[config.mk]
export PLATFORM = sky130hd
export DESIGN_NAME = systolic_tile_seq
export DESIGN_NICKNAME = d
export VERILOG_FILES = /design/src/rtl/systolic_pkg.sv /design/src/rtl/enable_skew_gen.sv /design/src/rtl/systolic_tile_seq.sv
export SDC_FILE = /design/constraint.sdc
export NUM_CORES = 1
export LEC_CHECK = 0
export ABC_CLOCK_PERIOD_IN_PS = 7300
export BUFFER_PORTS_ARGS = -buffer_cell sky130_fd_sc_hd__buf_4
export CAP_MARGIN = 25
export CORE_ASPECT_RATIO = 1.75
export CORE_MARGIN = 5
export CORE_UTILIZATION = 62
export DETAILED_ROUTE_END_ITERATION = 16
export GPL_ROUTABILITY_DRIVEN = 0
export PLACE_DENSITY = 0.95
export SYNTH_ARGS = -nofsm -noshare
export SYNTH_HDL_FRONTEND = slang
export SYNTH_SLANG_ARGS = --single-unit
[constraint.sdc]
create_clock -name clk -period 7.3 [get_ports clk]
set_input_delay 0.365 -clock clk [delete_from_list [all_inputs] [get_ports clk]]
set_output_delay 0.365 -clock clk [all_outputs]
set_load 0.01 [all_outputs]
[src/rtl/systolic_pkg.sv]
// Shared state encoding and default geometry for the systolic tile sequencer.
// Latency: none (declarations only). Backpressure: none.
package systolic_pkg;

    localparam int DEF_PE_ROW         = 16;
    localparam int DEF_PE_COL         = 16;
    localparam int DEF_ADDR_WIDTH     = 17;
    localparam int DEF_DRAIN_CYCLES   = 16;
    localparam int DEF_TILE_CNT_WIDTH = 8;

    typedef enum logic [2:0] {
        IDLE,
        LOAD_W,
        SAVE,
        GAP,
        STREAM,
        DRAIN,
        WRITE,
        DONE
    } state_t;

    function automatic int max3(input int a, input int b, input int c);
        int m;
        m = (a > b) ? a : b;
        return (m > c) ? m : c;
    endfunction

endpackage

[src/rtl/enable_skew_gen.sv]
// Registered thermometer code for the per-row skewed enables: clear, step in one row, or fill.
// Latency: 1 cycle from control to output. Backpressure: none.
module enable_skew_gen #(
    parameter int WIDTH = 16
) (
    input  logic             clk,
    input  logic             rst,
    input  logic             clear,
    input  logic             step,
    input  logic             fill,
    output logic [WIDTH-1:0] therm
);

    always_ff @(posedge clk or posedge rst) begin
        if (rst) begin
            therm <= '0;
        end else if (clear) begin
            therm <= '0;
        end else if (fill) begin
            therm <= '1;
        end else if (step) begin
            therm <= {therm[WIDTH-2:0], 1'b1};
        end
    end

endmodule

[src/rtl/systolic_tile_seq.sv]
// Sequences one weight-stationary job: weight load, save, skewed streaming, drain, write-back per tile.
// Latency: outputs registered, first LOAD_W cycle follows the start edge. Backpressure: none; start ignored while busy.
module systolic_tile_seq
    import systolic_pkg::*;
#(
    parameter int PE_ROW         = DEF_PE_ROW,
    parameter int PE_COL         = DEF_PE_COL,
    parameter int ADDR_WIDTH     = DEF_ADDR_WIDTH,
    parameter int DRAIN_CYCLES   = DEF_DRAIN_CYCLES,
    parameter int TILE_CNT_WIDTH = DEF_TILE_CNT_WIDTH
) (
    input  logic                      clk,
    input  logic                      rst,
    input  logic                      start,
    input  logic [ADDR_WIDTH-1:0]     cfg_w_base,
    input  logic [ADDR_WIDTH-1:0]     cfg_in_base,
    input  logic [ADDR_WIDTH-1:0]     cfg_out_base,
    input  logic [ADDR_WIDTH-1:0]     cfg_psum_base,
    input  logic [TILE_CNT_WIDTH-1:0] cfg_num_tiles,
    input  logic                      cfg_accum,
    output logic                      busy,
    output logic                      done,
    output logic [ADDR_WIDTH-1:0]     raddr_a,
    output logic [ADDR_WIDTH-1:0]     raddr_b,
    output logic [ADDR_WIDTH-1:0]     waddr,
    output logic                      write,
    output logic                      load_weight,
    output logic                      save,
    output logic                      first_partial,
    output logic [PE_ROW-1:0]         enable
);

    localparam int PH_W = $clog2(max3(PE_ROW + 1, DRAIN_CYCLES, PE_COL));

    typedef logic [PH_W-1:0]           phase_t;
    typedef logic [ADDR_WIDTH-1:0]     addr_t;
    typedef logic [TILE_CNT_WIDTH-1:0] tile_t;

    localparam phase_t LOAD_LAST   = phase_t'(PE_ROW - 1);
    localparam phase_t STREAM_LAST = phase_t'(PE_ROW);
    localparam phase_t DRAIN_LAST  = phase_t'(DRAIN_CYCLES - 1);
    localparam phase_t WRITE_LAST  = phase_t'(PE_COL - 1);

    state_t  state_q, state_n;
    phase_t  phase_q, phase_n;
    tile_t   tile_q, tile_n;
    addr_t   w_base_q, in_base_q, out_base_q, psum_base_q;
    addr_t   w_base_n, in_base_n, out_base_n, psum_base_n;
    tile_t   num_tiles_q;
    logic    accum_q, accum_n;
    logic    capture;
    logic    last_tile;
    logic [TILE_CNT_WIDTH:0] tile_inc;

    addr_t   row_off, col_off;
    phase_t  k_a;
    addr_t   raddr_a_n, raddr_b_n, waddr_n;
    logic    busy_n, done_n, write_n, load_weight_n, save_n, first_partial_n;
    logic    skew_clear, skew_step, skew_fill;

    assign capture     = (state_q == IDLE) && start;
    assign w_base_n    = capture ? cfg_w_base    : w_base_q;
    assign in_base_n   = capture ? cfg_in_base   : in_base_q;
    assign out_base_n  = capture ? cfg_out_base  : out_base_q;
    assign psum_base_n = capture ? cfg_psum_base : psum_base_q;
    assign accum_n     = capture ? cfg_accum     : accum_q;
    assign tile_inc    = {1'b0, tile_q} + (TILE_CNT_WIDTH + 1)'(1);
    assign last_tile   = tile_inc >= {1'b0, num_tiles_q};

    always_ff @(posedge clk or posedge rst) begin
        if (rst) begin
            w_base_q    <= '0;
            in_base_q   <= '0;
            out_base_q  <= '0;
            psum_base_q <= '0;
            num_tiles_q <= '0;
            accum_q     <= 1'b0;
        end else if (capture) begin
            w_base_q    <= cfg_w_base;
            in_base_q   <= cfg_in_base;
            out_base_q  <= cfg_out_base;
            psum_base_q <= cfg_psum_base;
            num_tiles_q <= (cfg_num_tiles == '0) ? tile_t'(1) : cfg_num_tiles;
            accum_q     <= cfg_accum;
        end
    end

    always_ff @(posedge clk or posedge rst) begin
        if (rst) begin
            state_q <= IDLE;
            phase_q <= '0;
            tile_q  <= '0;
        end else begin
            state_q <= state_n;
            phase_q <= phase_n;
            tile_q  <= tile_n;
        end
    end

    always_comb begin
        state_n = state_q;
        phase_n = phase_q + phase_t'(1);
        tile_n  = tile_q;
        case (state_q)
            IDLE: begin
                phase_n = '0;
                tile_n  = '0;
                if (start) state_n = LOAD_W;
            end
            LOAD_W: if (phase_q == LOAD_LAST) begin
                state_n = SAVE;
                phase_n = '0;
            end
            SAVE: begin
                state_n = GAP;
                phase_n = '0;
            end
            GAP: begin
                state_n = STREAM;
                phase_n = '0;
            end
            STREAM: if (phase_q == STREAM_LAST) begin
                state_n = DRAIN;
                phase_n = '0;
            end
            DRAIN: if (phase_q == DRAIN_LAST) begin
                state_n = WRITE;
                phase_n = '0;
            end
            WRITE: if (phase_q == WRITE_LAST) begin
                phase_n = '0;
                if (last_tile) begin
                    state_n = DONE;
                end else begin
                    // next tile reuses the weights already saved in the PEs
                    state_n = STREAM;
                    tile_n  = tile_q + tile_t'(1);
                end
            end
            DONE: begin
                state_n = IDLE;
                phase_n = '0;
            end
            default: begin
                state_n = IDLE;
                phase_n = '0;
            end
        endcase
    end

    // Outputs are decoded from the next state so they register together with it.
    always_comb begin
        row_off         = addr_t'(tile_n) * addr_t'(PE_ROW);
        col_off         = addr_t'(tile_n) * addr_t'(PE_COL);
        k_a             = (phase_n == STREAM_LAST) ? LOAD_LAST : phase_n;
        raddr_a_n       = '0;
        raddr_b_n       = '0;
        waddr_n         = '0;
        done_n          = 1'b0;
        write_n         = 1'b0;
        load_weight_n   = 1'b0;
        save_n          = 1'b0;
        busy_n          = (state_n != IDLE);
        first_partial_n = busy_n && !accum_n;
        case (state_n)
            LOAD_W: begin
                load_weight_n = 1'b1;
                raddr_a_n     = w_base_n + addr_t'(phase_n);
            end
            SAVE: begin
                load_weight_n = 1'b1;
                save_n        = 1'b1;
            end
            STREAM: begin
                raddr_a_n = in_base_n + row_off + addr_t'(k_a);
                raddr_b_n = psum_base_n + col_off + addr_t'(phase_n);
            end
            WRITE: begin
                write_n = 1'b1;
                waddr_n = out_base_n + col_off + addr_t'(phase_n);
            end
            DONE:    done_n = 1'b1;
            default: ;
        endcase
    end

    always_ff @(posedge clk or posedge rst) begin
        if (rst) begin
            busy          <= 1'b0;
            done          <= 1'b0;
            raddr_a       <= '0;
            raddr_b       <= '0;
            waddr         <= '0;
            write         <= 1'b0;
            load_weight   <= 1'b0;
            save          <= 1'b0;
            first_partial <= 1'b0;
        end else begin
            busy          <= busy_n;
            done          <= done_n;
            raddr_a       <= raddr_a_n;
            raddr_b       <= raddr_b_n;
            waddr         <= waddr_n;
            write         <= write_n;
            load_weight   <= load_weight_n;
            save          <= save_n;
            first_partial <= first_partial_n;
        end
    end

    assign skew_step  = (state_n == STREAM) && (phase_n != '0);
    assign skew_fill  = (state_n == DRAIN) || (state_n == WRITE);
    assign skew_clear = !(skew_step || skew_fill);

    enable_skew_gen #(
        .WIDTH (PE_ROW)
    ) u_skew (
        .clk   (clk),
        .rst   (rst),
        .clear (skew_clear),
        .step  (skew_step),
        .fill  (skew_fill),
        .therm (enable)
    );

endmodule
After elaboration in Yosys (flattened, before gate mapping)

Cells that the tools add are included.

Output and inout bits: 73
Word-level logic and storage cells: 90
Input bits: 80
Flip-flop bits (word level): 166

Add/subtract/negate cells: 10
Order comparisons: 1
Reductions and logical operators: 13
Muxes and demuxes: 30
Equal/unequal tests: 17

Operators by type and width:

| cell                | count |
|---|---|
| $mux 17             | 6 |
| $add 17x5->17       | 4 |
| $add 17x12->17      | 3 |
| $mux 16             | 3 |
| $pmux 17 s2         | 1 |
| $eq 3x3->1 const B  | 8 |
| $mux 8              | 3 |
| $pmux 3 s8          | 1 |
| $pmux 8 s2          | 1 |
| $mux 3              | 5 |
| $mux 5              | 3 |
| $pmux 5 s3          | 1 |
| $eq 5x5->1 const B  | 2 |
| $add 8x1->9 const B | 1 |
| $eq 3x2->1 const B  | 3 |
| $ge 9x8->1          | 1 |
| $add 8x1->8 const B | 1 |
| $logic_not 8->1     | 1 |
| $eq 3x1->1 const B  | 2 |
| $add 5x1->5 const B | 1 |
| $eq 5x4->1 const B  | 1 |
| $mux 1              | 5 |
| $reduce_bool 5->1   | 1 |
| $reduce_or 4->1     | 1 |
| other kinds (9)     | 12 |

Longest topological paths before layout

Gate-level depths: netlist of run 1.

Depth after elaboration: 10
Depth in mapped cells: 22
Mapped depth without buffers: 21

Modules after synthesis

From an unflattened synthesis of run 1, not the netlist that was laid out.

Cell total of the unflattened synthesis: 1001
Area total of the unflattened synthesis: 9425.3 µm²

By module, submodules not included:

| module            | seq. area each (µm²) | cells an instance | instances | area an instance (µm²) |
|---|---|---|---|---|
| systolic_tile_seq | 3753.6               | 946               | 1         | 8738.4 |
| enable_skew_gen   | 400.4                | 55                | 1         | 686.9 |

Worst setup path after synthesis of run 1

OpenSTA, ideal clock, no wires.

Kind: reg-to-reg
From: reg tile_q[0]
To: reg raddr_a[16]
Slack: 2473 ps
Period minus slack after synthesis: 4827 ps
Stages on the path, launching flop included: 22
Path buffers: 0
Arrival: 4688 ps
Required time: 7161 ps
Library setup time: 139 ps
Path through: dfrtp_1 ha_1 inv_1 nor2_1 xor2_1 ha_1 and3_1 a221o_1 a211oi_2 and3_1 mux2i_1 inv_1 fa_1 inv_1 ha_1 and3_1 a221o_1 o21ba_2 o2111ai_1 a22oi_1 xnor2_1 o22ai_1

Longest elaborated chain between the ends: 8
Elaborated cells on any way between the ends: 14
Those cells by class: add/sub: 4; order compare: 1; eq/ne: 2; mux: 7

Ends and longest elaborated chain:

| item                     | line                     | source |
|---|---|---|
| start: declaration       | systolic_tile_seq.sv:46  | `tile_t tile_q, tile_n;` |
| start signal: assignment | systolic_tile_seq.sv:96  | `tile_q <= tile_n;` |
| $add 8x1->9              | systolic_tile_seq.sv:67  | `assign tile_inc = {1'b0, tile_q} + (TILE_CNT_WIDTH + 1)'(1);` |
| $ge 9x8->1               | systolic_tile_seq.sv:68  | `assign last_tile = tile_inc >= {1'b0, num_tiles_q};` |
| $mux 8                   | systolic_tile_seq.sv:132 | `if (last_tile) begin` |
| $mux 8                   | systolic_tile_seq.sv:130 | `WRITE: if (phase_q == WRITE_LAST) begin` |
| $pmux 8 s2 (*)           | systolic_tile_seq.sv:104 | `case (state_q)` |
| net col_off[4]           | systolic_tile_seq.sv:55  | `addr_t row_off, col_off;` |
| $add 17x12->17 (*)       | systolic_tile_seq.sv:175 | `raddr_a_n = in_base_n + row_off + addr_t'(k_a);` |
| $add 17x5->17 (*)        | systolic_tile_seq.sv:175 |  |
| $pmux 17 s2 (*)          | systolic_tile_seq.sv:165 | `case (state_n)` |
| net raddr_a_n[16]        | systolic_tile_seq.sv:57  | `addr_t raddr_a_n, raddr_b_n, waddr_n;` |
| end signal: assignment   | systolic_tile_seq.sv:201 | `raddr_a <= raddr_a_n;` |
| end: declaration         | systolic_tile_seq.sv:23  | `output logic [ADDR_WIDTH-1:0] raddr_a,` |

The timed path passes the listed nets; every way through them passes the cells marked *.
A chain may end at the register's enable or synchronous reset.

Worst setup path after layout of run 1

From: reg tile_q[0]
To: reg raddr_a[12]

Same word-level chain as after synthesis.

==> flow_summary.toml, run 1 <==
[status]
status = "complete, no violations"

[power_and_ir_drop]
power.leakage_nw = 5.98
vdd_drop_max_v = 0.000162
power_density_nw_per_um2 = 192
p_total_mw = 2.14

[floorplanning]
ios = 153
die_area_um2 = 17500
start_util_pct = 62.3
fp.dieH_um = 171
die_x_um = 102
coreArea_um2 = 14800
core.rowCount = 59

[placed_design]
post_dp_cell_area_um2 = 10500
hpwl_um = 17200
port_buffers = 152

[synth]
syn_avg_cell_area_um2 = 9.44
ys_ff_latch = 166
synth_cells = 974
synth_edf_count = 0
synthArstFlopShare_pct = 100
ys_seq_area_share_pct = 45.2
yosys.area.top_type = "dfrtp_1"
ys.flop_type = "dfrtp_1"
synth.top_cell.area_share_pct = 45.2
yosys_warnings = 0
synth_area_um2 = 9200
syn_nets = 1148
ys_top_cells_by_area = "dfrtp_1 (45%), ha_1 (12%), nand2_1 (8.7%)"
synth_cell_types = 61

[timing]
rsz0062_at_grt = "no"
min_period_ns = 5.74
finalMaxSlewViolations = 0
finalSetupViolCount = 0
finalHoldViolCount = 0
whs_ns = 0.143
fin_skew_ns = 0.00787
setup_tns_ns = 0
fmax_ghz = 0.174
tightest_slew_ns = 0.918
finalCritPeriodShare_pct = 78.6
slew_headroom_pct = 38.7

[clocking]
htree_levels = 4
path_clk_slew_ns = 0.07
cts_tree = "yes"
clock_latency_ns = 0.43
cts-root-buf = "clkbuf_16"
clock-sinks = 166
numCtsBuffers = 17
cts_setup_buffers = 0
cts.repair.resized = 0
clock_path_buffers = 2

[finish]
layout_common_cells = "nand2_1 (214), dfrtp_1 (166), buf_4 (157)"
fillerInstances = 914
antenna_cells = 0
nets = 1294
final_common_cell = "nand2_1"
layout.cell_area.non_filler_um2 = 11200
multi_input_area_um2 = 4660
area_growth_pct = 21.5
regArea_um2 = 4150
fin_util_pct = 75.7
drive_above_1_share_pct = 18.5

[worst_setup_path]
required_ns = 7.58
crit_type = "register to register"
worst_setup_path_start_kind = "register"
ff2ff_path_depth = 20
worstPathMaxFanout = 11
cp_data_arrival_time_ns = 6.02
crit_path_end_kind = "register"

[global_routing]
antenna_found_initial = 0
grt_pass1_vias = 8189
grt_pass1_wl_um = 40000
grt_overflow_total = 0
grt_start_max_net_pins = 113
grt_usage_pct = 29.4

[hold_path]
hold_depth = 3
hp-class = "primary input to register"

[detailed_routing]
wl_per_cell_um = 18.8
drt-initial-drc-count = 469
via_per_inst = 5.88
vias = 7735
final_antenna_net_count = 0
firstDrtPassIters = 5
drcViolationCount = 0
routed_wirelength_um = 24700

[run]
cap_violations = 0
==> layer usage <==
metal | GRT usage [%] | vias up | wire length (µm)
li1 | - | 3588 | -
met1 | 33.1 | 3713 | 8810
met2 | 51.4 | 343 | 13000
met3 | 6.81 | 91 | 1730
met4 | 14.7 | 0 | 1110
met5 | 0 | - | 0
==> kinds of logic (layout without fill, tap and decap cells) <==
kind of cell | count (synthesis) | count (layout) | synth area share, %
flip-flops | 166 | 166 | 45.2
AND/OR/NAND/NOR | 395 | 395 | 19.0
buffers and inverters | 92 | 251 | 4.20
adder cells (fa/ha/maj) | 94 | 94 | 13.4
AO/OA/AOI/OAI | 157 | 157 | 11.3
multiplexers | 15 | 15 | 1.67
XOR/XNOR | 55 | 55 | 5.24
==> report_power, final <==
group	switching [mW]	leakage, nW	internal, mW
clock network	0.388	0.322	0.621
logic	0.104	3.55	0.0793
registers	0.00845	2.10	0.942
==> critical path, cell delays in order, from the launching register on <==
cell      delay (ns)
dfrtp_1         0.44
ha_1            0.30
nand3_1         0.12
xnor2_1         0.24
ha_1            0.30
a21o_1          0.20
a221o_1         0.33
a211oi_2        0.32
and3_1          0.44
mux2i_1         0.50
inv_1           0.12
fa_1            0.51
inv_1           0.04
ha_1            0.35
and3_1          0.17
a221o_1         0.37
o21ba_2         0.23
o21ai_0         0.14
nor2b_1         0.17
xor2_1          0.19
o22ai_1         0.13
==> sequential cells by signal, summed over array words and instances, names as in the netlist <==
signal and count:
write 1, first_partial 1, phase_q 5, done 1
save 1, raddr_a 17, load_weight 1, w_base_q 17
waddr 17, state_q 3, num_tiles_q 8, in_base_q 17
psum_base_q 17, out_base_q 17, busy 1, accum_q 1
u_skew.therm 16, raddr_b 17, tile_q 8
==> what timing repair did <==
item                                    CTS  global route
endpoints found under the setup margin    0             0
endpoints found under the hold margin     0            15
hold buffers                              0             1
==> metrics by stage <==
stage,setup WS (ns),instances
final,1.56,1316
after global routing,1.12,1316
after CTS,1.58,1314
after detailed placement,1.68,1282
after global placement,1.79,1280
after floorplan,2.44,974
==> cells in the mapped netlist (3+ instances only) <==
master / n
clkbuf_1: 17
or2_2: 6
nand3b_1: 5
mux2_2: 3
a21o_1: 23
nor3_1: 20
nor2b_1: 14
a31oi_1: 5
mux2i_1: 12
xor2_1: 29
dfrtp_1: 166
o211ai_1: 4
nand2b_1: 12
nor4_1: 3
buf_2: 9
ha_1: 87
or3_1: 6
nand4_1: 3
nand2_1: 214
buf_1: 4
a211oi_1: 7
a21oi_1: 28
fa_1: 7
o21a_1: 9
inv_1: 58
o21ai_0: 36
xnor2_1: 26
and3_1: 23
nand3_1: 21
o22ai_1: 17
o2111ai_1: 3
and2_1: 3
nor2_1: 60
==> worst paths after layout <==
| check | from | to | slack (ns) |
|---|---|---|---|
| max | tile_q[0]$_DFF_PP0_ | raddr_a[12]$_DFF_PP0_ | 1.56 |
| min | cfg_num_tiles[7] | num_tiles_q[7]$_DFFE_PP0P_ | 0.14 |
| max reg2reg | tile_q[0]$_DFF_PP0_ | raddr_a[12]$_DFF_PP0_ | 1.56 |
| min reg2reg | u_skew.therm[2]$_DFF_PP0_ | u_skew.therm[3]$_DFF_PP0_ | 0.48 |
| max in group asynchronous | rst | waddr[2]$_DFF_PP0_ | 5.97 |
| min in group asynchronous | rst | w_base_q[14]$_DFF_PP0_ | 0.41 |
==> final cells by class <==
cell class                 count  share of cell area, %
sequential                   166                   37.2
tap                          183                   2.05
clock inverter                14                   1.97
timing repair buffer         161                   11.2
multi-input combinational    716                   41.7
inverter                      58                   1.99
clock buffer                  18                   3.93
No activity file was read; power rests on OpenSTA's default activity.
==> inputs of run 2 (changes only) <==
--- a/config.mk
+++ b/config.mk
@@ -5,15 +5,15 @@
 export SDC_FILE = /design/constraint.sdc
 export NUM_CORES = 1
 export LEC_CHECK = 0
-export ABC_CLOCK_PERIOD_IN_PS = 7300
+export ABC_CLOCK_PERIOD_IN_PS = 4800
 export BUFFER_PORTS_ARGS = -buffer_cell sky130_fd_sc_hd__buf_4
 export CAP_MARGIN = 25
 export CORE_ASPECT_RATIO = 1.75
 export CORE_MARGIN = 5
-export CORE_UTILIZATION = 62
+export CORE_UTILIZATION = 52
 export DETAILED_ROUTE_END_ITERATION = 16
 export GPL_ROUTABILITY_DRIVEN = 0
-export PLACE_DENSITY = 0.95
+export PLACE_DENSITY = 0.86
 export SYNTH_ARGS = -nofsm -noshare
 export SYNTH_HDL_FRONTEND = slang
 export SYNTH_SLANG_ARGS = --single-unit
==> constraint.sdc (replaced) <==
create_clock -name clk -period 4.8 [get_ports clk]
set_input_delay 0.24 -clock clk [delete_from_list [all_inputs] [get_ports clk]]
set_output_delay 0.24 -clock clk [all_outputs]
set_load 0.01 [all_outputs]
==> flow_summary.toml, run 2 (same netlist as run 1, synthesis figures left out) <==
[clocking]
cts-root-buf = "clkbuf_16"
htree_levels = 4
cts_tree = "yes"
clock-sinks = 166
path_clk_slew_ns = 0.08
numCtsBuffers = 17
clock_path_buffers = 2
clock_latency_ns = 0.44

[finish]
drive_above_1_share_pct = 28.1
fillerInstances = 1232
final_common_cell = "nand2_1"
nets = 1345
area_growth_pct = 31.3
multi_input_area_um2 = 5160
layout_common_cells = "nand2_1 (208), buf_4 (203), dfrtp_1 (166)"
regArea_um2 = 4150
antenna_cells = 0

[detailed_routing]
firstDrtPassIters = 6
wl_per_cell_um = 19.2
via_per_inst = 5.74
drt-initial-drc-count = 578
drcViolationCount = 0
vias = 8117
final_antenna_net_count = 0
routed_wirelength_um = 27200

[timing]
fmax_ghz = 0.199
rsz0062_at_grt = "yes"
tightest_slew_ns = 0.814
finalHoldViolCount = 0
slew_headroom_pct = 45.6
finalMaxSlewViolations = 0
fin_skew_ns = 0.0159
finalCritPeriodShare_pct = 105
finalSetupViolCount = 11
min_period_ns = 5.02
setup_tns_ns = -0.721
whs_ns = 0.0154
setup_ws_ns = -0.217

[worst_setup_path]
worst_setup_path_start_kind = "register"
worstPathMaxFanout = 4
cp_data_arrival_time_ns = 5.32
required_ns = 5.10
crit_type = "register to register"
crit_path_end_kind = "register"

[power_and_ir_drop]
power.leakage_nw = 6.26
vdd_drop_max_v = 0.000227
power_density_nw_per_um2 = 263

[status]
violations = "negative setup slack"
status = "complete, but fails checks"

[floorplanning]
die_area_um2 = 20500
ios = 153
die_x_um = 111
start_util_pct = 52.7
coreArea_um2 = 17500
core.rowCount = 64
fp.dieH_um = 186

[hold_path]
hp-class = "primary input to register"

[global_routing]
antenna_found_initial = 0
grt_overflow_total = 0
grt_pass1_wl_um = 39500
grt_usage_pct = 24.2
grt_pass1_vias = 7995
grt_start_max_net_pins = 120

[run]
cap_violations = 0

[placed_design]
port_buffers = 152
hpwl_um = 17800
## run 2: cell types whose count changed in the layout (fill, tap and decap cells not counted), moves of 5 or more
cell / before / now
nand2_2: 0 / 6
o21ai_0: 36 / 26
and3_1: 23 / 17
nor2_1: 60 / 55
a21oi_2: 0 / 5
a21oi_1: 28 / 23
ha_1: 87 / 76
buf_6: 1 / 6
o21ai_2: 1 / 6
ha_4: 0 / 10
buf_4: 157 / 203
and3_4: 0 / 6
nand2_1: 214 / 208
## run 2: layout make-up
type	count	area share [%]
Clock buffer	19	3.67
Clock inverter	13	1.32
Inverter	58	1.84
Multi-Input combinational cell	716	42.7
Sequential cell	166	34.4
Tap cell	231	2.39
Timing Repair Buffer	212	13.7
## run 2: path summary, 6_finish.rpt
kind | startpoint | endpoint | slack [ns] | cells past startpoint
max | tile_q[3]$_DFF_PP0_ | raddr_a[12]$_DFF_PP0_ | -0.22 | 23
min | cfg_psum_base[0] | psum_base_q[0]$_DFF_PP0_ | 0.02 | 3
max reg2reg | tile_q[3]$_DFF_PP0_ | raddr_a[12]$_DFF_PP0_ | -0.22 | 23
min reg2reg | in_base_q[2]$_DFF_PP0_ | in_base_q[2]$_DFF_PP0_ | 0.48 | 2
max in group asynchronous | rst | psum_base_q[7]$_DFF_PP0_ | 3.09 | 5
min in group asynchronous | rst | w_base_q[13]$_DFF_PP0_ | 0.33 | 3
## run 2: power by group
part | internal [mW] | switching, mW | leakage, nW
sequential | 1.43 | 0.0128 | 2.10
clock | 0.797 | 0.625 | 0.289
combinational | 0.138 | 0.173 | 3.87
## run 2: worst max-delay path, cell delays in order (launching register included)
cell,delay (ns)
dfrtp_1,0.40
nand3_1,0.13
nor2_2,0.15
buf_4,0.13
xor2_1,0.22
ha_1,0.28
and3_4,0.18
a221o_1,0.34
a211oi_2,0.26
buf_4,0.17
and2_4,0.14
nand2_2,0.04
mux2_4,0.28
o21ai_4,0.21
buf_6,0.15
ha_4,0.20
ha_4,0.25
o21a_1,0.21
o2111ai_2,0.26
o21ba_4,0.22
o21ai_2,0.11
nor2b_4,0.18
xor2_2,0.25
o22ai_2,0.12
## run 2: routing by layer
| metal | GRT usage [%] | up-vias | part of all wire (%) | wire [µm] |
|---|---|---|---|---|
| met5 | 0 | - | 0 | 0 |
| met1 | 26.3 | 3897 | 36 | 9680 |
| met2 | 43.5 | 412 | 52 | 14000 |
| met3 | 5.20 | 121 | 6.9 | 1880 |
| met4 | 14.2 | 0 | 5.9 | 1620 |
| li1 | - | 3687 | - | - |
## run 2: stage by stage
| step | cells | cell area [µm²] | worst slack (ns) | util (%) | power [mW] |
|---|---|---|---|---|---|
| after floorplan | 974 | 9200 | 0.0172 | - | 1.63 |
| after global placement | 1363 | 10800 | -0.0280 | 61.8 | 1.73 |
| after detailed placement | 1365 | 10800 | -0.218 | 61.9 | 1.74 |
| after CTS | 1403 | 11500 | -0.0232 | 65.8 | 3.14 |
| after global routing | 1415 | 12100 | -0.368 | 69.2 | 3.29 |
| final | 1415 | 12100 | -0.217 | 69.2 | 3.18 |
## run 2: what timing repair did
action / CTS / global route
gates resized for setup: 7 / 97
hold endpoints to repair: 0 / 31
buffers inserted: 6 / 11
hold buffers: 0 / 1
pin swaps: 2 / 53
setup endpoints to repair: 18 / 29
cloned: 0 / 0
